$ cat config.mk
export PLATFORM = sky130hd
export DESIGN_NAME = block_serializer
export DESIGN_NICKNAME = d
export VERILOG_FILES = /design/src/rtl/block_serializer.sv
export SDC_FILE = /design/constraint.sdc
export NUM_CORES = 1
export LEC_CHECK = 0
export ABC_AREA = 1
export CORE_MARGIN = 2
export CORE_UTILIZATION = 40
export DETAILED_ROUTE_END_ITERATION = 10
export GPL_ROUTABILITY_DRIVEN = 0
export PLACE_DENSITY = 0.74
export SETUP_SLACK_MARGIN = 0.1
export SYNTH_ARGS = -nofsm -noshare
export SYNTH_HDL_FRONTEND = slang
export SYNTH_SLANG_ARGS = --single-unit
$ cat constraint.sdc
create_clock -name clk -period 2.14 [get_ports clk]
set_input_delay 0.428 -clock clk [delete_from_list [all_inputs] [get_ports clk]]
set_output_delay 0.428 -clock clk [all_outputs]
set_load 0.05 [all_outputs]
$ cat src/rtl/block_serializer.sv
// Drains 128-bit blocks from the block buffer and streams them out one byte at a
// time on a valid/ready interface toward the UART transmitter.
module block_serializer #(
    parameter int BLOCK_W   = 128,
    parameter int BYTE_W    = 8,
    parameter int POP_WAIT  = 4,
    parameter int MSB_FIRST = 1
) (
    input  logic               clk,
    input  logic               reset,
    input  logic [BLOCK_W-1:0] i_fifo_dout,
    input  logic               i_fifo_empty,
    output logic               o_fifo_read_en,
    output logic [BYTE_W-1:0]  o_tx_data,
    output logic               o_tx_valid,
    input  logic               i_tx_ready,
    output logic               o_busy,
    output logic [15:0]        o_blocks_sent
);

    localparam int NBYTES = BLOCK_W / BYTE_W;
    localparam int CNT_W  = (NBYTES > 1) ? $clog2(NBYTES) : 1;
    localparam int HOLD_W = (POP_WAIT > 0) ? $clog2(POP_WAIT + 1) : 1;

    localparam logic [CNT_W-1:0]  LAST_BYTE = CNT_W'(NBYTES - 1);
    localparam logic [HOLD_W-1:0] HOLD_LOAD = HOLD_W'(POP_WAIT);

    typedef enum logic [1:0] {
        IDLE = 2'd0,
        POP  = 2'd1,
        SEND = 2'd2
    } state_t;

    state_t             r_state;
    state_t             w_nextState;
    logic [BLOCK_W-1:0] r_shreg;
    logic [CNT_W-1:0]   r_byteCnt;
    logic [HOLD_W-1:0]  r_holdCnt;
    logic [15:0]        r_blocksSent;

    logic               w_capture;
    logic               w_accept;
    logic               w_lastByte;
    logic [BYTE_W-1:0]  w_headByte;
    logic [BLOCK_W-1:0] w_shifted;

    assign w_capture  = (r_state == IDLE) && !i_fifo_empty && (r_holdCnt == '0);
    assign w_accept   = (r_state == SEND) && i_tx_ready;
    assign w_lastByte = (r_byteCnt == LAST_BYTE);

    // The outgoing byte always sits at the head of the shift register, so the
    // byte order is chosen purely by which end is presented and shifted away.
    generate
        if (MSB_FIRST != 0) begin : g_msbFirst
            assign w_headByte = r_shreg[BLOCK_W-1 -: BYTE_W];
            assign w_shifted  = r_shreg << BYTE_W;
        end else begin : g_lsbFirst
            assign w_headByte = r_shreg[BYTE_W-1:0];
            assign w_shifted  = r_shreg >> BYTE_W;
        end
    endgenerate

    always_ff @(posedge clk) begin
        if (!reset) begin
            r_state <= IDLE;
        end else begin
            r_state <= w_nextState;
        end
    end

    always_comb begin
        w_nextState = r_state;
        case (r_state)
            IDLE: begin
                if (w_capture) begin
                    w_nextState = POP;
                end
            end
            POP: begin
                w_nextState = SEND;
            end
            SEND: begin
                if (w_accept && w_lastByte) begin
                    w_nextState = IDLE;
                end
            end
            default: begin
                w_nextState = IDLE;
            end
        endcase
    end

    // Hold-off counts down in every state so a fresh head block is only
    // trusted once the buffer has had time to update its empty flag.
    always_ff @(posedge clk) begin
        if (!reset) begin
            r_shreg      <= '0;
            r_byteCnt    <= '0;
            r_holdCnt    <= '0;
            r_blocksSent <= '0;
        end else begin
            if (r_state == POP) begin
                r_holdCnt <= HOLD_LOAD;
            end else if (r_holdCnt != '0) begin
                r_holdCnt <= r_holdCnt - HOLD_W'(1);
            end

            if (w_capture) begin
                r_shreg   <= i_fifo_dout;
                r_byteCnt <= '0;
            end else if (w_accept) begin
                r_shreg <= w_shifted;
                if (w_lastByte) begin
                    r_blocksSent <= r_blocksSent + 16'd1;
                end else begin
                    r_byteCnt <= r_byteCnt + CNT_W'(1);
                end
            end
        end
    end

    always_comb begin
        o_fifo_read_en = (r_state == POP);
        o_tx_valid     = (r_state == SEND);
        o_tx_data      = w_headByte;
        o_busy         = (r_state != IDLE) || (r_holdCnt != '0);
        o_blocks_sent  = r_blocksSent;
    end

endmodule

==> metrics.log <==
[metrics] Adder-Cell Fraction of Synth Area: 0.887%
[metrics] CP endpoint kind: primary output
[metrics] initial antenna violation count: 1
[metrics] clock tree from TritonCTS: done
[metrics] core area: 0.0172 mm^2
[metrics] prevailing post-synth register cell: sky130_fd_sc_hd__dfxtp_1
[metrics] FILL cells: 1,647
[metrics] share of the yosys chip area belonging to registers: 43.4%
[metrics] effective utilization at floorplan: 40.9%
[metrics] detailed placer's ending HPWL: 13,000 um
[metrics] combined area of the multi-input logic cells: 0.00334 mm^2
[metrics] Critical Path Max Stage Delay: 0.32 ns
[metrics] FMAX: 493 MHz
[metrics] total buffers and inverters traversed by the critical path: 5
[metrics] Synth Net Count: 1,183
[metrics] fin crit share: 94.8%
[metrics] number of cell rows: 48
[metrics] overall routing resource usage: 20.8%
[metrics] cells along the critical path: inv_2 > ha_4 > ha_4 > inv_4 > nor3_4 > buf_6 > inv_2 > buf_6
[metrics] clock sink count: 153
[metrics] number of detailed-route iterations in the first pass: 5
[metrics] filler-free cell count of the finished design: 1,402
[metrics] Die Wd: 137 um
[metrics] post-route antenna net violation count: 0
[metrics] vias in the first global route: 6,414
[metrics] die area: 0.0187 mm^2
[metrics] synth-to-layout area growth: 34.2%
[metrics] Worst-Margin Slew: 0.522 ns
[metrics] status: finished clean
[metrics] critical path required time: 1.71 ns
[metrics] maximum vdd drop: 780 uV
[metrics] power per cell area: 1080 mW/mm^2
[metrics] critical path fanouts, max: 3
[metrics] share of flip-flops with an asynchronous set or reset: 0%
[metrics] setup TNS: 0 ns
[metrics] Placed Cells incl. Taps: 1,363
[metrics] final net count: 1,300
[metrics] IO buf count: 158
[metrics] I/O pins: 159
[metrics] unrepaired setup endpoints after global routing: yes
[metrics] Leak Pwr: 0.00424 uW
[metrics] Crit Path Category: reg -> out
[metrics] clock-pin slew on the worst setup and hold paths: 0.06 ns
[metrics] total of endpoints with negative setup slack in the final report: 0
[metrics] CTS buffer count: 17
[metrics] Synth Cell Area: 0.00705 mm^2
[metrics] final count of pins violating max slew: 0
[metrics] clock latency on the worst-skew pair: 0.42 ns
[metrics] launch point of the worst hold path: reset
[metrics] worst min path class: in -> reg
[metrics] global route overflow: 0
[metrics] Clock H-tree levels: 4
[metrics] via count of the routed design: 7,189
[metrics] count of routing violations after the opening detailed-route iteration: 468
[metrics] dominant combinational cell family by area after synthesis: simple AND/OR/NAND/NOR gates
[metrics] Slew HR: 64.9%
[metrics] time the final worst path needs with I/O delays and setup: 2.03 ns
[metrics] # DRC: 0
[metrics] WL/cell: 14.0 um
[metrics] mux cell area share after synthesis: 0%
[metrics] number of distinct standard cells referenced by the synthesized netlist: 23
[metrics] post-DR vias/cell: 5.13
[metrics] global-route wire length before repair: 30,700 um
[metrics] largest delay contributor family on the critical path: buffers and inverters
[metrics] simple-gate share of the synthesized area: 37.5%
[metrics] slowest cell on the critical path: sky130_fd_sc_hd__dfxtp_2
[metrics] Worst R2R Start: r_holdCnt[0]
[metrics] clock root buffer: sky130_fd_sc_hd__clkbuf_16
[metrics] maximum number of pins on one net before global-route repair: 80
[metrics] number of hold-slack violations in the final timing report: 0
[metrics] total wire length: 19,700 um
[metrics] reported max-cap violation count: 0
[metrics] synthesis-stage register bit count: 153
[metrics] data arrival time of the critical path: 1.60 ns
[metrics] compound-cell area share of the yosys netlist: 8.22%
[metrics] startpoint kind of the worst setup timing path: flop
[metrics] post-synthesis share of cell area spent on xor and xnor gates: 0.248%
[metrics] Post-Route Skew: 0.00663 ns
[metrics] count of yosys warnings during synthesis: 0
[metrics] number of enable-type register cells in the synthesized netlist: 0
[metrics] Max clock buf depth: 2
[metrics] height of the die: 137 um
[metrics] register cell area after layout: 0.00306 mm^2
[metrics] worst setup path start: r_holdCnt[0]
[metrics] Synth Instances: 1,046
[metrics] share of post-route cells with drive strength above 1: 6.63%
[metrics] Synth Area per Inst: 6.74 um^2
==> cell usage in the layout, fill, tap and decap left out, types with 2 or more instances in the layout <==
cell type	Yosys	final
sky130_fd_sc_hd__a21oi_1	70	70
sky130_fd_sc_hd__a31oi_1	25	25
sky130_fd_sc_hd__buf_12	0	8
sky130_fd_sc_hd__buf_4	13	17
sky130_fd_sc_hd__buf_6	0	4
sky130_fd_sc_hd__bufinv_16	0	2
sky130_fd_sc_hd__clkbuf_16	0	18
sky130_fd_sc_hd__clkbuf_8	0	4
sky130_fd_sc_hd__clkdlybuf4s50_1	0	136
sky130_fd_sc_hd__clkinv_2	0	3
sky130_fd_sc_hd__clkinvlp_4	0	3
sky130_fd_sc_hd__dfxtp_1	153	152
sky130_fd_sc_hd__dlygate4sd2_1	0	15
sky130_fd_sc_hd__dlymetal6s2s_1	0	2
sky130_fd_sc_hd__ha_1	5	3
sky130_fd_sc_hd__ha_4	0	2
sky130_fd_sc_hd__inv_1	72	66
sky130_fd_sc_hd__inv_2	2	4
sky130_fd_sc_hd__inv_4	0	4
sky130_fd_sc_hd__nand2_1	279	277
sky130_fd_sc_hd__nand2_2	0	2
sky130_fd_sc_hd__nand3_1	236	235
sky130_fd_sc_hd__nand4_1	3	3
sky130_fd_sc_hd__nor2_1	90	90
sky130_fd_sc_hd__nor3_1	4	4
sky130_fd_sc_hd__o21ai_0	13	13
sky130_fd_sc_hd__xor2_1	2	2
==> logic make-up after synthesis <==
logic type / count (synthesis)
AND/OR/NAND/NOR: 616
XOR/XNOR: 2
buffers and inverters: 161
flip-flops: 153
adder cells (fa/ha/maj): 5
AO/OA/AOI/OAI: 109
==> worst register-to-register path: cells and delay by family, from the launching register on <==
family                   cells  cell delay (ns)
adder cells (fa/ha/maj)      2             0.29
flip-flops                   1             0.32
buffers and inverters        5             0.69
AND/OR/NAND/NOR              4             0.46
AO/OA/AOI/OAI                1             0.04
==> report_power, final <==
group          leakage (uW)  switching (uW)  internal, uW  total, uW
Combinational       0.00270            2110          1370       3480
Clock              0.000289            1170          1840       3010
Sequential          0.00125             307          3430       3740
==> registers in the layout (all words and copies together), names as in the netlist <==
| name | count |
|---|---|
| r_shreg | 128 |
| r_holdCnt | 3 |
| r_byteCnt | 4 |
| r_state | 2 |
| o_blocks_sent | 16 |
==> repair_timing <==
action | 4_1_cts | 5_1_grt
pin swaps | 2 | 2
gates cloned | 0 | 1
endpoints found under the setup margin | 16 | 94
hold buffers | 0 | 0
gates resized for setup | 23 | 10
buffers inserted | 2 | 3
==> worst paths after layout <==
path	endpoint	depth (start not counted)	slack [ns]
max	o_busy	8	0.11
min	r_shreg[27]	3	0.46
max reg2reg	r_shreg[55]	12	0.25
min reg2reg	r_shreg[0]	2	0.47
==> through the flow <==
stage	total power, uW	setup WS (ns)	instance area [um^2]	hold slack [ns]	util (%)
floorplan	6040	0.150	7050	0.445	-
global placement	6910	0.142	8760	0.456	50.8
detailed placement	6970	0.128	8760	0.463	50.8
CTS	10100	0.0183	9390	0.447	54.5
global route	10800	0.0269	9460	0.476	54.9
finish	10200	0.111	9460	0.455	54.9
==> synthesized netlist by cell type (2+ instances only) <==
library cell	number	area [um^2]
sky130_fd_sc_hd__inv_1	72	270
sky130_fd_sc_hd__a21oi_1	70	350
sky130_fd_sc_hd__buf_4	13	97.6
sky130_fd_sc_hd__clkbuf_1	38	143
sky130_fd_sc_hd__nand3_1	236	1180
sky130_fd_sc_hd__nor3_1	4	20.0
sky130_fd_sc_hd__nand4_1	3	18.8
sky130_fd_sc_hd__a31oi_1	25	156
sky130_fd_sc_hd__inv_2	2	7.51
sky130_fd_sc_hd__dfxtp_1	153	3060
sky130_fd_sc_hd__buf_2	28	140
sky130_fd_sc_hd__o21ai_0	13	65.1
sky130_fd_sc_hd__buf_1	7	26.3
sky130_fd_sc_hd__nand2_1	279	1050
sky130_fd_sc_hd__xor2_1	2	17.5
sky130_fd_sc_hd__nor2_1	90	338
sky130_fd_sc_hd__ha_1	5	62.6
==> routing by layer <==
layer / GRT usage [%] / wire (um)
met4: 6.82 / 296
met1: 27.2 / 8540
met2: 34.4 / 9480
met3: 3.96 / 1340
met5: 0 / 12
==> cell type report <==
cell class / instances / area share, %
inverters: 75 / 3.08
flip-flops and latches: 153 / 32.4
well taps: 225 / 2.98
clock buffers: 22 / 5.12
repair buffers: 184 / 19.9
multi-input cells: 732 / 35.3
clock inverters: 10 / 1.22
diodes: 1 / 0.0264
Power figures use the tool's default switching activity.
